<file path="src/rtl/if_fetch_unit_pkg.sv">
// Shared CPU constants for the instruction-fetch front end:
// reset vector, bubble encoding and the fetch FSM state encoding.
package if_fetch_unit_pkg;

  localparam logic [31:0] DEFAULT_RESET_PC = 32'h0040_0000;
  localparam logic [31:0] NOP_INSTR        = 32'h0000_0000;
  localparam logic [31:0] PC_STEP          = 32'd4;

  typedef enum logic [1:0] {
    S_REQ  = 2'd0,
    S_WAIT = 2'd1,
    S_HOLD = 2'd2,
    S_DROP = 2'd3
  } fetch_state_e;

  // Redirect targets are word aligned; low address bits are discarded.
  function automatic logic [31:0] word_align(input logic [31:0] addr);
    return addr & ~32'h0000_0003;
  endfunction

endpackage

</file>
<file path="src/rtl/if_fetch_unit.sv">
// Instruction-fetch front end: owns the PC, keeps at most one imem request
// outstanding and hands complete instructions or flush bubbles to IF/ID.
module if_fetch_unit
  import if_fetch_unit_pkg::*;
#(
  parameter logic [31:0] RESET_PC = DEFAULT_RESET_PC
) (
  input  logic        clk,
  input  logic        reset,
  input  logic        stall_in,
  input  logic        redirect_valid,
  input  logic [31:0] redirect_pc,
  output logic        imem_req,
  output logic [31:0] imem_addr,
  input  logic        imem_gnt,
  input  logic        imem_rvalid,
  input  logic [31:0] imem_rdata,
  output logic        if_wr_en,
  output logic        if_flush,
  output logic [31:0] if_instr,
  output logic [31:0] if_pc_next
);

  fetch_state_e state, state_nxt;
  logic [31:0]  pc, pc_nxt;
  logic [31:0]  hold_instr, hold_nxt;
  logic [31:0]  pc_plus4;
  logic [31:0]  redirect_target;

  assign pc_plus4        = pc + PC_STEP;
  assign redirect_target = word_align(redirect_pc);
  assign imem_addr       = pc;

  // NOTE: sequential state uses non-blocking assignments so every register
  // samples the pre-edge values computed by the combinational block.
  always_ff @(posedge clk or negedge reset) begin
    if (!reset) begin
      state      <= S_REQ;
      pc         <= RESET_PC;
      hold_instr <= NOP_INSTR;
    end else begin
      state      <= state_nxt;
      pc         <= pc_nxt;
      hold_instr <= hold_nxt;
    end
  end

  always_comb begin
    // NOTE: every output and next-state value gets a default first so no
    // path through the case statement can infer a latch.
    state_nxt  = state;
    pc_nxt     = pc;
    hold_nxt   = hold_instr;
    imem_req   = 1'b0;
    if_wr_en   = 1'b0;
    if_flush   = 1'b0;
    if_instr   = NOP_INSTR;
    if_pc_next = '0;

    unique case (state)
      S_REQ: begin
        imem_req = 1'b1;
        if (redirect_valid) begin
          pc_nxt = redirect_target;
          // A grant on the old PC leaves a response that must be swallowed.
          if (imem_gnt) state_nxt = S_DROP;
        end else if (imem_gnt) begin
          state_nxt = S_WAIT;
        end
      end

      S_WAIT: begin
        if (redirect_valid) begin
          pc_nxt    = redirect_target;
          state_nxt = imem_rvalid ? S_REQ : S_DROP;
        end else if (imem_rvalid) begin
          if (!stall_in) begin
            if_wr_en   = 1'b1;
            if_instr   = imem_rdata;
            if_pc_next = pc_plus4;
            pc_nxt     = pc_plus4;
            state_nxt  = S_REQ;
          end else begin
            hold_nxt  = imem_rdata;
            state_nxt = S_HOLD;
          end
        end
      end

      S_HOLD: begin
        if_instr   = hold_instr;
        if_pc_next = pc_plus4;
        if (redirect_valid) begin
          pc_nxt    = redirect_target;
          state_nxt = S_REQ;
        end else if (!stall_in) begin
          if_wr_en  = 1'b1;
          pc_nxt    = pc_plus4;
          state_nxt = S_REQ;
        end
      end

      S_DROP: begin
        if (redirect_valid) pc_nxt = redirect_target;
        if (imem_rvalid)    state_nxt = S_REQ;
      end

      default: state_nxt = S_REQ;
    endcase

    // A redirect always writes a bubble, even over a hazard stall.
    if (redirect_valid) begin
      if_wr_en = 1'b1;
      if_flush = 1'b1;
      if_instr = NOP_INSTR;
    end

    // Outputs are quiet for as long as reset is held, not just at the edge.
    if (!reset) begin
      imem_req   = 1'b0;
      if_wr_en   = 1'b0;
      if_flush   = 1'b0;
      if_instr   = NOP_INSTR;
      if_pc_next = '0;
    end
  end

endmodule

</file>
<file path="config.mk">
export PLATFORM = sky130hd
export DESIGN_NAME = if_fetch_unit
export DESIGN_NICKNAME = d
export VERILOG_FILES = /design/src/rtl/if_fetch_unit_pkg.sv /design/src/rtl/if_fetch_unit.sv
export SDC_FILE = /design/constraint.sdc
export NUM_CORES = 1
export LEC_CHECK = 0
export ABC_CLOCK_PERIOD_IN_PS = 4610
export CAP_MARGIN = 20
export CORE_MARGIN = 5
export CORE_UTILIZATION = 35
export CTS_BUF_LIST = sky130_fd_sc_hd__clkbuf_16
export CTS_CLUSTER_DIAMETER = 60
export DETAILED_ROUTE_END_ITERATION = 7
export GPL_TIMING_DRIVEN = 1
export MAX_ROUTING_LAYER = met4
export PLACE_DENSITY = 0.65
export RECOVER_POWER = 25
export SYNTH_ARGS = -nofsm -noshare
export SYNTH_HDL_FRONTEND = slang
export SYNTH_SLANG_ARGS = --single-unit
</file>
<file path="constraint.sdc">
create_clock -name clk -period 4.61 [get_ports clk]
set_input_delay 1.383 -clock clk [delete_from_list [all_inputs] [get_ports clk]]
set_output_delay 1.383 -clock clk [all_outputs]
set_load 0.01 [all_outputs]
</file>
Word level (Yosys, flattened, before mapping)
Cells that the tools add are included.

Output and inout port bits: 99. Word-level logic and storage cells: 54. Register bits after elaboration: 66. Input bits: 70.

Multiplexer cells: 36. Reduce and logical (&&, ||, !) cells: 5. $add $sub $neg: 1. Bitwise operators: 1. Equality and inequality tests: 8.

Operators with widths (count): $mux 32 (13); $pmux 32 s2 (2); $pmux 32 s3 (1); $add 32x3->32 const B (1); $mux 2 (10); $mux 1 (8); $pmux 2 s4 (1); $reduce_and 4->1 (2); $ne 3x3->1 const B (2); $eq 2x2->1 const B (2); $ne 2x2->1 const B (2); $eq 2x1->1 const B (1); $logic_not 2->1 (1); $ne 2x1->1 const B (1); $pmux 1 s2 (1); $reduce_and 2->1 (1); $reduce_or 2->1 (1); $not 1->1 (1).

Longest topological paths before layout
Depth after elaboration: 6. Mapped depth: 8. Depth with buffers taken out: 6.

Worst setup path before layout
Ideal clock, no wire load.

Path type: input to output. Start point: in imem_rvalid. End point: out if_pc_next[11]. Data arrival time: 2.453 ns. Path buffers: 2. Stages: 5. Slack: 0.774 ns. Path through: nor4bb_1 > o211ai_1 > clkbuf_1 > clkbuf_1 > nor2_1.

Longest elaborated chain between the ends: 4.

Ends and longest elaborated chain: from (decl) (RTL line if_fetch_unit.sv:16) `input logic imem_rvalid,`; $mux 32 (RTL line if_fetch_unit.sv:76) `end else if (imem_rvalid) begin`; $mux 32 (RTL line if_fetch_unit.sv:73) `if (redirect_valid) begin`; $pmux 32 s2 (RTL line if_fetch_unit.sv:60) `unique case (state)`; $mux 32 (RTL line if_fetch_unit.sv:119) `if (!reset) begin`; to (decl) (RTL line if_fetch_unit.sv:21) `output logic [31:0] if_pc_next`.

No other way between the ends.

Final worst setup path
Start point: in stall_in. End point: out if_pc_next[31].

Longest elaborated chain between the ends: 5.

Ends and longest elaborated chain: from (decl) (RTL line if_fetch_unit.sv:10) `input logic stall_in,`; $mux 32 (RTL line if_fetch_unit.sv:77) `if (!stall_in) begin`; $mux 32 (RTL line if_fetch_unit.sv:76); $mux 32 (RTL line if_fetch_unit.sv:73); $pmux 32 s2 (RTL line if_fetch_unit.sv:60); $mux 32 (RTL line if_fetch_unit.sv:119).

No other way between the ends.

==> impl_results.md <==
* Number of global-route vias before repair at 4,801
* Run status: finished, final reports clean
* Switch share at 40.6%
* Largest net degree at the start of global routing at 53
* Number of buffers and inverters on the critical path at 3
* Initial antenna violation count at 1
* Standard-cell row count at 42
* Final core utilization at 51.6%
* Remaining number of nets flagged by the antenna check after routing at 0
* Type of the most critical hold path: flip-flop to flip-flop
* Clock buffer count from CTS at 9
* Final Hold Vio Count at 0
* Initial DRC count at 418
* Final critical path time including I/O delays and setup at 4.59 ns
* Fill cell instance count of the final layout at 1,214
* Critical path required time at 3.23 ns
* Setup repair after global routing missed its margin: true
* CTS sink cnt at 64
* Number of vias per cell after detailed routing at 5.60
* Number of primary I/O pins at 169
* Worst clock skew on the final layout at 0.00411 ns
* First-pass GRT wire length at 24.9 mm
* Netlist area before placement at 4650 µm²
* Clock latency on the worst-skew pair at 0.33 ns
* Placed Cells incl. Taps at 843
* Max-cap violations at 0
* Starting density of the core at 35.4%
* Clock Tree Buf Depth at 2
* CP Class: input port to primary output
* Net count reported at finish at 757
* Total number of cells along the worst setup path at 7
* Headroom to the max-slew limit at 7.54%
* Worst R2R Setup Slack at 2.20 ns
* Part of the power in registers at 32.8%
* Mux share of post-synthesis cell area at 8.45%
* Sequential share of the synthesized area at 34.5%
* Compound-gate portion of the synthesized area at 20.7%
* CTS H-tree depth at 3
* Number of cells in the finished layout apart from fillers at 863
* Most repeated library cell on the critical path: clkdlybuf4s50_1
* RePlAce Congestion at 0.903
* Distinct cell type count after synthesis at 68
* Worst slew pin tran at 1.39 ns
* Worst setup path endpoint: if_pc_next[31]
* Reg2Reg Capture Point: imem_addr[9]
* R2r startpoint: state[1]
* Peak per-stage delay on the critical path at 0.53 ns
* Gate family responsible for the most delay along the worst path: buffers and inverters
* Seq cells post-synth at 64
* Count of buffers from port buffering at 162
* Crit path DAT at 3.21 ns
* Total area of multi-input combinational cells at 2690 µm²
* Launching instance or port of the critical path: stall_in
* Synth-to-layout area growth at 45.9%
* Horizontal die dimension at 125 µm
* Slowest-stage cell, CP: clkdlybuf4s50_1
* Clk Tree Root Cell: clkbuf_16
* Critical path peak fanout at 31
* Post-route clock period utilization at 99.6%
* Area taken by flip-flops and latches at 1600 µm²
* Combinational share of power at 48.9%
* Clock-pin slew reported for the worst setup and hold paths after clock tree synthesis at 0.05 ns
* Post-synthesis area per instance at 8.73 µm²
* Average routed wire per standard cell at 18.1 µm
* Hold_buf cts at 0
* Overall via count from detail_route at 4,833
* Hpwl dp at 11.1 mm
* Number of setup violations in the final report at 0
* Worst voltage drop across the vdd grid at 0.172 mV
* Placeable core region at 13,100 µm²
* Proportion of layout cells with a drive suffix above 1 at 12.8%
* Xor/xnor cell area share of the yosys netlist at 2.64%
* Gr usage total at 19.8%
* Final WL at 15.6 mm
* Vertical die dimension at 125 µm
* Launching element type of the critical path: input port
* Main combinational cell family by area after synthesis: simple AND/OR/NAND/NOR gates
* Post-synthesis share of cell area spent on full adders, half adders and majority gates at 1.62%
* Cell area reported after detailed placement at 6370 µm²
* Total non-filler cell area in the finished layout at 6780 µm²
* Post-Synthesis Cells at 532
* Cell-internal power at 0.00211 W
* Cell count of the worst reg-to-reg path at 7
* Relative contribution of the clock network to total power at 18.4%
* Static Leak at 3.18 nW
* Remaining DRCs at 0
* Count of flip-flops with a built-in enable after synthesis at 0
* Final max-slew violation count at 0
* Dominant register cell in the synthesized netlist: dfrtp_1
* Worst Setup End Kind: primary output
* Share of synthesized registers carrying an async set or reset at 100%
* Simple logic cell fraction of the synthesized area at 23.9%
* Net switching power at 0.00145 W
* Power density over the cells at 525 nW/µm²
* Die footprint at 15,700 µm²
* Warning count from the yosys run at 0
* TritonCTS clock tree: built
* Global route overflow at 0
* First-pass iteration count of the detailed router at 7
* Crit-path cells: clkdlybuf4s50_1, nor4bb_1, o211ai_1, buf_12, nor2_1, mux2_2, clkdlybuf4s50_1
* Maximum achievable frequency at 0.218 GHz
* Beginning of the worst hold path: hold_instr[26]
power by group through the flow:
stage	Clock (W)	Combinational (W)	Sequential, W
floorplan	0	0.00115	0.00108
global placement	0	0.00169	0.00114
detailed placement	0	0.00173	0.00117
CTS	0.000666	0.00174	0.00116
global route	0.000692	0.00190	0.00122
finish	0.000654	0.00174	0.00117
routing by layer:
metal	GRT usage, %	routed length, µm
met5	-	0
met4	6.38	295
met3	5.63	1460
met2	31.3	7400
met1	24.7	6460
through the flow:
step	hold slack [ns]	TNS, ns	worst slack, ns	power (W)
2_1_floorplan	0.480	0	0.774	0.00223
3_3_place_gp	0.488	-0.0754	-0.0394	0.00284
3_5_place_dp	0.495	-0.0659	-0.0276	0.00290
4_1_cts	0.507	-0.0120	-0.0120	0.00356
5_1_grt	0.520	-0.0752	-0.0752	0.00381
6_report	0.505	0	0.0174	0.00356
synthesized netlist by cell type, types with 3 or more instances:
cell,n,area share (%)
a21oi_1,31,3.3
a22oi_1,42,6.8
a2bb2oi_1,5,0.94
a31oi_1,6,0.81
and2_1,6,0.81
and4_1,3,0.57
buf_1,3,0.24
buf_2,9,0.97
buf_4,5,0.81
clkbuf_1,24,1.9
clkbuf_8,8,2.4
dfrtp_1,63,34
ha_1,6,1.6
inv_1,7,0.57
mux2_2,34,8.2
nand2_1,30,2.4
nand2b_1,3,0.40
nand3_1,24,2.6
nand4_1,15,2.0
nor2_1,71,5.7
nor3_1,11,1.2
nor4_1,7,0.94
o211ai_1,10,1.6
o21ai_0,16,1.7
o22a_1,3,0.57
o22ai_1,7,0.94
o2bb2a_1,3,0.65
o2bb2ai_1,3,0.57
o31ai_1,3,0.48
or3_1,10,1.3
or4_1,3,0.48
or4_4,3,0.73
or4b_1,3,0.65
xnor2_1,7,1.3
xor2_1,7,1.3
state kept, by name (all words and copies together), names as in the netlist:
register    flops
hold_instr     32
imem_addr      30
state           2
worst register-to-register path: cells and delay by family, from the launching register on:
kind                     cells  cell delay [ns]
flip-flops                   1             0.41
AO/OA/AOI/OAI                3             0.87
adder cells (fa/ha/maj)      1             0.28
AND/OR/NAND/NOR              1             0.37
buffers and inverters        2             0.37
repair_timing:
item / 4_1_cts / 5_1_grt
resized for setup: 3 / 38
setup buffers: 0 / 2
cloned: 0 / 1
setup endpoints to repair: 4 / 38
area by class of cell:
type                            instances  area share, %
Antenna cell                            1         0.0369
Tap cell                              176           3.25
Clock buffer                            9           3.32
Multi-Input combinational cell        411           39.7
Sequential cell                        64           23.6
Timing Repair Buffer                  187           28.8
Clock inverter                          7          0.812
Inverter                                8          0.443
kinds of logic after synthesis:
family | count (synthesis)
XOR/XNOR | 14
other | 1
AND/OR/NAND/NOR | 211
buffers and inverters | 60
flip-flops | 64
adder cells (fa/ha/maj) | 6
multiplexers | 35
AO/OA/AOI/OAI | 141
worst min path at each step:
stage / to / slack, ns / cells after the start
2_1_floorplan: hold_instr[24] / 0.48 / 1
5_1_grt: hold_instr[18] / 0.52 / 1
3_5_place_dp: hold_instr[8] / 0.49 / 1
4_1_cts: hold_instr[8] / 0.51 / 1
3_3_place_gp: hold_instr[7] / 0.49 / 1
6_report: hold_instr[26] / 0.51 / 1
cells in the final DEF, fill, tap and decap left out, drive strengths merged, types with 4 or more instances in the layout:
master,count
a22oi,42
a21oi,31
nand2,30
nor2,71
o21ai,16
xor2,7
and4,5
xnor2,7
and3,4
a31oi,6
inv,9
o22ai,7
or3,11
nor3,11
buf,23
conb,4
clkdlybuf4s50,121
ha,6
nand3,24
nand4,16
clkbuf,12
dfrtp,63
clkinv,5
o211ai,10
or4b,4
nor4,7
a2bb2oi,5
and2,7
mux2,34
dlymetal6s2s,37
or4,7
Power figures use the tool's default switching activity.
